File: src/rtl/pipe_ctrl_pkg.sv
// Shared action encoding and field widths for the pipeline hazard controller.
package pipe_ctrl_pkg;

    localparam int REG_ADDR_W = 5;

    localparam logic [1:0] ST_RUN      = 2'd0;
    localparam logic [1:0] ST_LU_STALL = 2'd1;
    localparam logic [1:0] ST_REDIRECT = 2'd2;
    localparam logic [1:0] ST_MEM_WAIT = 2'd3;

endpackage

File: src/rtl/sat_counter.sv
// Up-counter that sticks at all-ones; used for the stall/flush performance counters.
module sat_counter #(
    parameter int W = 16
) (
    input  logic         clk,
    input  logic         reset,
    input  logic         inc,
    output logic [W-1:0] q
);

    always_ff @(posedge clk) begin
        if (reset) begin
            q <= '0;
        end else if (inc && (q != {W{1'b1}})) begin
            q <= q + 1'b1;
        end
    end

endmodule

File: src/rtl/pipeline_hazard_ctrl.sv
// Hazard/sequencing controller: drives stage-register enables/flushes and PC control,
// plus perf counters and a sticky data-memory timeout flag.
//
// state | meaning
// ------+----------------------------------------------------------
// RUN      | normal advance, pc+4
// LU_STALL | hold PC and IF/ID, insert bubble into ID/EX
// REDIRECT | load branch/jump target, flush IF/ID, ID/EX, EX/MEM
// MEM_WAIT | freeze everything upstream of MEM, bubble into MEM/WB
module pipeline_hazard_ctrl
    import pipe_ctrl_pkg::*;
#(
    parameter int CNT_BITS = 16,
    parameter int TIMEOUT  = 64,
    parameter int TO_BITS  = 7
) (
    input  logic                  clk,
    input  logic                  reset,
    input  logic [REG_ADDR_W-1:0] IF_ID_rs1_i,
    input  logic [REG_ADDR_W-1:0] IF_ID_rs2_i,
    input  logic                  IF_ID_use_rs1_i,
    input  logic                  IF_ID_use_rs2_i,
    input  logic                  ID_EX_mem_read_i,
    input  logic [REG_ADDR_W-1:0] ID_EX_write_register_i,
    input  logic                  EX_MEM_branch_i,
    input  logic                  EX_MEM_zero_i,
    input  logic                  EX_MEM_jalr_i,
    input  logic                  EX_MEM_mem_read_i,
    input  logic                  EX_MEM_mem_write_i,
    input  logic                  dmem_ready_i,
    output logic                  pc_write_o,
    output logic                  pc_src_o,
    output logic                  IF_ID_write_o,
    output logic                  IF_ID_flush_o,
    output logic                  ID_EX_write_o,
    output logic                  ID_EX_flush_o,
    output logic                  EX_MEM_write_o,
    output logic                  EX_MEM_flush_o,
    output logic                  MEM_WB_flush_o,
    output logic [1:0]            state_o,
    output logic [CNT_BITS-1:0]   stall_count_o,
    output logic [CNT_BITS-1:0]   flush_count_o,
    output logic                  err_timeout_o
);

    logic               mem_busy;
    logic               redirect;
    logic               load_use;
    logic [1:0]         action_d;
    logic [1:0]         state_q;
    logic [TO_BITS-1:0] wait_q;
    logic               err_q;

    assign mem_busy = (EX_MEM_mem_read_i | EX_MEM_mem_write_i) & ~dmem_ready_i;
    assign redirect = (EX_MEM_branch_i & EX_MEM_zero_i) | EX_MEM_jalr_i;
    assign load_use = ID_EX_mem_read_i && (ID_EX_write_register_i != '0) &&
                      ((IF_ID_use_rs1_i && (IF_ID_rs1_i == ID_EX_write_register_i)) ||
                       (IF_ID_use_rs2_i && (IF_ID_rs2_i == ID_EX_write_register_i)));

    // Priority order: a frozen EX/MEM defers any redirect; a redirect kills the stalled ID op.
    always_comb begin
        if (mem_busy)      action_d = ST_MEM_WAIT;
        else if (redirect) action_d = ST_REDIRECT;
        else if (load_use) action_d = ST_LU_STALL;
        else               action_d = ST_RUN;
    end

    always_comb begin
        pc_write_o     = 1'b1;
        pc_src_o       = 1'b0;
        IF_ID_write_o  = 1'b1;
        IF_ID_flush_o  = 1'b0;
        ID_EX_write_o  = 1'b1;
        ID_EX_flush_o  = 1'b0;
        EX_MEM_write_o = 1'b1;
        EX_MEM_flush_o = 1'b0;
        MEM_WB_flush_o = 1'b0;
        case (action_d)
            ST_MEM_WAIT: begin
                pc_write_o     = 1'b0;
                IF_ID_write_o  = 1'b0;
                ID_EX_write_o  = 1'b0;
                EX_MEM_write_o = 1'b0;
                MEM_WB_flush_o = 1'b1;
            end
            ST_REDIRECT: begin
                pc_src_o       = 1'b1;
                IF_ID_flush_o  = 1'b1;
                ID_EX_flush_o  = 1'b1;
                EX_MEM_flush_o = 1'b1;
            end
            ST_LU_STALL: begin
                pc_write_o     = 1'b0;
                IF_ID_write_o  = 1'b0;
                ID_EX_flush_o  = 1'b1;
            end
            default: ;
        endcase
    end

    // wait_q parks at TIMEOUT-1 so it never wraps during an endless wait.
    always_ff @(posedge clk) begin
        if (reset) begin
            state_q <= ST_RUN;
            wait_q  <= '0;
            err_q   <= 1'b0;
        end else begin
            state_q <= action_d;
            if (action_d == ST_MEM_WAIT) begin
                if (wait_q == TO_BITS'(TIMEOUT - 1)) begin
                    err_q <= 1'b1;
                end else begin
                    wait_q <= wait_q + 1'b1;
                end
            end else begin
                wait_q <= '0;
            end
        end
    end

    sat_counter #(.W(CNT_BITS)) u_stall_cnt (
        .clk   (clk),
        .reset (reset),
        .inc   ((action_d == ST_LU_STALL) || (action_d == ST_MEM_WAIT)),
        .q     (stall_count_o)
    );

    sat_counter #(.W(CNT_BITS)) u_flush_cnt (
        .clk   (clk),
        .reset (reset),
        .inc   (action_d == ST_REDIRECT),
        .q     (flush_count_o)
    );

    assign state_o       = state_q;
    assign err_timeout_o = err_q;

endmodule
File: config.mk
export PLATFORM = sky130hd
export DESIGN_NAME = pipeline_hazard_ctrl
export DESIGN_NICKNAME = d
export VERILOG_FILES = /design/src/rtl/pipe_ctrl_pkg.sv /design/src/rtl/sat_counter.sv /design/src/rtl/pipeline_hazard_ctrl.sv
export SDC_FILE = /design/constraint.sdc
export NUM_CORES = 1
export LEC_CHECK = 0
export CAP_MARGIN = 20
export CORE_MARGIN = 1
export CORE_UTILIZATION = 23
export DETAILED_ROUTE_END_ITERATION = 10
export GPL_TIMING_DRIVEN = 0
export SLEW_MARGIN = 20
export SYNTH_ARGS = -nofsm -noshare
export SYNTH_HDL_FRONTEND = slang
export SYNTH_HIERARCHICAL = 1
export SYNTH_SLANG_ARGS = --single-unit
File: constraint.sdc
create_clock -name clk -period 2.8 [get_ports clk]
set_clock_uncertainty 0.05 [all_clocks]
set_input_delay 0.42 -clock clk [delete_from_list [all_inputs] [get_ports clk]]
set_output_delay 0.42 -clock clk [all_outputs]
set_load 0.03 [all_outputs]
* Word level (Yosys, flattened, before mapping)
Cells that the tools add are included.
** Word-level totals
- Register bits after elaboration :: 42
- Bits of input ports :: 26
- Output and inout bits :: 44
- Logic and storage cells :: 43
** Cells by class
- $add $sub $neg :: 3
- Equality and inequality tests :: 8
- Multiplexer cells :: 8
- Bitwise operators :: 6
- Reductions and logical operators :: 13
** Operators with widths (count)
- $add A16 B1 Y16 const B :: 2
- $ne A16 B16 Y1 const B :: 2
- $eq A5 B5 Y1 :: 2
- $add A7 B1 Y7 const B :: 1
- $eq A7 B6 Y1 const B :: 1
- $logic_and A1 B1 Y1 :: 6
- $mux W1 :: 6
- $reduce_or A2 Y1 :: 3
- $reduce_bool A5 Y1 :: 1
- $eq A2 B2 Y1 const B :: 2
- $mux W2 :: 2
- $and A1 B1 Y1 :: 2
- $eq A2 B1 Y1 const B :: 1
- $logic_or A1 B1 Y1 :: 2
- $not A1 Y1 :: 2
- $or A1 B1 Y1 :: 2
- $reduce_and A2 Y1 :: 1

* Longest topological paths before layout
- Depth in word-level cells :: 10
- Gate-level depth with buffers :: 9
- Gate-level depth less buffers :: 9

* Modules after synthesis
Netlist, hierarchy kept.
** By module, submodules not included
- sat_counter :: instances 2, cells each 99, area each 848.3 um^2, sequential area each 320.3 um^2
- pipeline_hazard_ctrl :: instances 1, cells each 64, area each 593.1 um^2, sequential area each 200.2 um^2

* Worst setup path after synthesis
OpenSTA, ideal clock, no wires.
- Kind :: input-to-reg
- Start :: in EX_MEM_mem_write_i
- End :: reg u_flush_cnt.q[9]
- Library setup time :: 0.070 ns
- Data arrival time :: 3.054 ns
- Data required time :: 2.680 ns
- Setup slack :: -0.374 ns
- Stages on the path :: 7
- Path buffers :: 1
- Cells stage by stage :: o21bai_1 > o21a_1 > ha_1 > nand2_1 > clkbuf_1 > or4_1 > a21oi_1
** On the way
- Longest elaborated chain between the ends :: 5
** RTL lines
- start, declared :: line pipeline_hazard_ctrl.sv:29 : input logic EX_MEM_mem_write_i,
- $or A1 B1 Y1 :: line pipeline_hazard_ctrl.sv:54 : assign mem_busy = (EX_MEM_mem_read_i | EX_MEM_mem_write_i) & ~dmem_ready_i;
- $and A1 B1 Y1 :: line pipeline_hazard_ctrl.sv:54
- $mux W2 :: line pipeline_hazard_ctrl.sv:62 : if (mem_busy) action_d = ST_MEM_WAIT;
- $eq A2 B2 Y1 :: line pipeline_hazard_ctrl.sv:131 : .inc (action_d == ST_REDIRECT),
- $logic_and A1 B1 Y1 :: line sat_counter.sv:14 : end else if (inc && (q != {W{1'b1}})) begin
- end signal, assigned :: line sat_counter.sv:15 : q <= q + 1'b1;
- end, declared :: line sat_counter.sv:8 : output logic [W-1:0] q
No other way between the ends.
A chain may end at the register's enable or synchronous reset.

* Final worst setup path
- Start :: in IF_ID_rs2_i[3]
- End :: out EX_MEM_flush_o
** On the way
- Longest elaborated chain between the ends :: 9
** RTL lines
- start, declared :: line pipeline_hazard_ctrl.sv:20 : input logic [REG_ADDR_W-1:0] IF_ID_rs2_i,
- $eq A5 B5 Y1 :: line pipeline_hazard_ctrl.sv:58 : (IF_ID_use_rs2_i && (IF_ID_rs2_i == ID_EX_write_register_i)));
- $logic_and A1 B1 Y1 :: line pipeline_hazard_ctrl.sv:58
- $logic_or A1 B1 Y1 :: line pipeline_hazard_ctrl.sv:57 : ((IF_ID_use_rs1_i && (IF_ID_rs1_i == ID_EX_write_register_i)) ||
- $logic_and A1 B1 Y1 :: line pipeline_hazard_ctrl.sv:56 : assign load_use = ID_EX_mem_read_i && (ID_EX_write_register_i != '0) &&
- $mux W1 :: line pipeline_hazard_ctrl.sv:64 : else if (load_use) action_d = ST_LU_STALL;
- $mux W2 :: line pipeline_hazard_ctrl.sv:63 : else if (redirect) action_d = ST_REDIRECT;
- $mux W2 :: line pipeline_hazard_ctrl.sv:62
- $eq A2 B2 Y1 :: line pipeline_hazard_ctrl.sv:78 : case (action_d)
- $mux W1 :: line pipeline_hazard_ctrl.sv:78
- end, declared :: line pipeline_hazard_ctrl.sv:38 : output logic EX_MEM_flush_o,
No other way between the ends.

==> out/metrics.yaml <==
setup.worst_path.end_class: "output pin"
cts_root_buf: "clkbuf_8"
die_h_um: 102
syn_nets: 292
crit_path_start_kind: "input port"
p_total_mw: 1.21
ir_worst_vdd_mv: 0.162
htree_num_levels: 2
drc: 1
yosysTopAreaCell: "dfxtp_1"
diodes: 0
status: "finished, violations left"
post-route-period-util_pct: 97.3
setup_tns_ns: 0
slowest_stage: "clkdlybuf4s50_1"
pwr_density_cell_nw_per_um2: 362
cp.required_ns: 2.33
hpwl_um: 4540
final_common_cell: "clkdlybuf4s50_1"
placementRows: 36
wl_per_cell_um: 13.0
cap_violations: 0
tightest_slew_ns: 0.640
design_area_um2: 3330
synth_top_area_share_pct: 36.7
min_period_ns: 2.72
core-area_um2: 9730
num-fill-cells: 1041
wirelength_um: 6220
grt_use_met3_pct: 3.31
cts_buffer_depth: 2
io_buffers: 69
die_x_um: 102
crit_family: "buffers and inverters"
routabilityCongestion: 0.802
grt_max_degree: 15
num_vias: 2279
arrival_ns: 2.25
ios: 70
clk_pin_slew_ns: 0.09
worstSetupPathType: "in -> out"
syn_inst: 262
grt_use_total_pct: 12.7
grt_overflow: 0
violations: "DRC"
hold_path_class: "reg -> reg"
antenna_left: 0
drt-initial-drc-count: 49
layout-drive-gt1-share_pct: 13.4
path_buf_inv: 3
critPathMaxFanout: 6
cts_sinks: 42
met1_usage_pct: 15.7
synth_seq_cells: 42
area_growth_pct: 45.6
ys_seq_area_share_pct: 36.7
fin_cells: 477
cts_buffers: 5
met2_usage_pct: 21.5
synth.distinct_cells: 43
grt_busiest_layer: "met2"
synth.area.top_cells: "dfxtp_1 (37%), a21oi_1 (5.0%), or4_1 (4.9%)"
grt_pass1_wl_um: 10700
crit_path_cell_trace: "clkdlybuf4s50_1, xor2_1, nor4_2, a32oi_2, o21a_1, ha_4, buf_4, buf_2"
grt_pass1_vias: 2293
slew_viol_final: 0
initial_utilization_pct: 23.5
place_area_um2: 3160
postSynthAreaPerCell_um2: 8.74
drtPass1Iterations: 7
final_nets: 373
placedCellCount: 464
syn_area_um2: 2290
yosys_warnings: 6
final-setup-viol-count: 0
vias_per_cell: 4.78
die-area_um2: 10400
critPathMaxStageDelay_ns: 0.50
cts_tree: "built"
max_freq_ghz: 0.367
antenna_found_initial: 0
insertion_delay_ns: 0.29
slew_headroom_pct: 56.8
leakage_nw: 1.19
final_cell_mix: "clkdlybuf4s50_1 (58), dfxtp_1 (42), a21oi_1 (22)"
hold_viol_final: 0
## per-stage QoR
| step | utilization [%] | setup WS (ns) | hold slack, ns |
|---|---|---|---|
| after detailed placement | 32.5 | -0.596 | 0.405 |
| after global placement | 32.5 | -0.577 | 0.392 |
| after CTS | 33.5 | -0.0418 | 0.418 |
| after global routing | 34.3 | -0.0199 | 0.441 |
| after floorplan | - | 0.0218 | 0.374 |
| final | 34.3 | 0.0764 | 0.428 |
## sequential cells by signal, indices dropped and copies added (netlist names)
name	count
err_timeout_o	1
state_o	2
u_flush_cnt/q	16
u_stall_cnt/q	16
wait_q	7
## cell type report
class,instances,area (um2),area share (%)
Multi-Input combinational cell,200,1420,42.5
Sequential cell,42,841,25.2
Timing Repair Buffer,74,726,21.8
Tap cell,133,166,4.99
Clock buffer,5,68.8,2.06
Buffer,12,63.8,1.91
Inverter,8,30.0,0.901
Clock inverter,3,21.3,0.638
## cell usage after synthesis
library cell  count
or4_1            15
dfxtp_1          42
buf_2             2
nand3b_1          2
and3_1            6
nand3_1          14
and2_0            1
and4_1            6
xnor2_1           7
nor4_1            5
nor4_2            1
a32oi_1           1
o21ai_0          11
xor2_1            9
mux2i_1           3
nand2_1          13
o311ai_0          2
ha_1              4
buf_1             2
o41ai_1           2
buf_4             4
o21ba_1           1
nor2b_1           4
mux2_2            2
clkbuf_1          4
o21bai_1          1
o211ai_2          1
nand2_2           2
nand4_1           6
nor4bb_1          2
nor3_1            8
o21a_1            3
nand4b_2          1
o21ai_1           1
o31ai_1          13
a31oi_1           3
or2_2             1
nor2_1           16
inv_1             8
or3_1             6
nor4_4            2
a21oi_1          23
nand4_4           2
## worst reg2reg max path: cells and delay by family (launching register included)
kind	cells	cell delay, ns
compound gates	2	0.27
simple gates	2	0.77
buf+inv	1	0.32
flops	1	0.44
## path summary, 6_finish.rpt
path | cells past startpoint | slack [ns] | startpoint | endpoint
max | 8 | 0.08 | IF_ID_rs2_i[3] | EX_MEM_flush_o
min | 1 | 0.43 | wait_q[4] | wait_q[4]
max reg2reg | 5 | 0.88 | u_stall_cnt/q[13] | u_stall_cnt/q[1]
min reg2reg | 1 | 0.43 | wait_q[4] | wait_q[4]
## logic make-up after synthesis
group,share of synthesized area [%]
fa+ha+maj,2.19
simple gates,31.7
mux,2.30
compound gates,16.9
buf+inv,4.04
flops,36.7
xor+xnor,6.12
## layer usage
| layer | wire [um] | up-vias | share of wire [%] |
|---|---|---|---|
| met1 | 2830 | 1074 | 45 |
| met4 | 34 | 0 | 0.55 |
| met2 | 3140 | 48 | 50 |
| met5 | 0 | - | 0 |
| li1 | - | 1153 | - |
| met3 | 221 | 4 | 3.6 |
## timing repair
| item | in CTS | in global routing |
|---|---|---|
| hold buffers | 0 | 0 |
| gates resized for setup | 32 | 15 |
| setup buffers | 3 | 2 |
| setup endpoints to repair | 17 | 27 |
| pin swaps | 2 | 6 |
## power breakdown
group / internal [mW] / switching [mW] / total, mW
Combinational: 0.0938 / 0.103 / 0.197
Sequential: 0.605 / 0.00895 / 0.614
Clock: 0.175 / 0.220 / 0.395
Note: power is estimated with default switching activity, not from simulation.
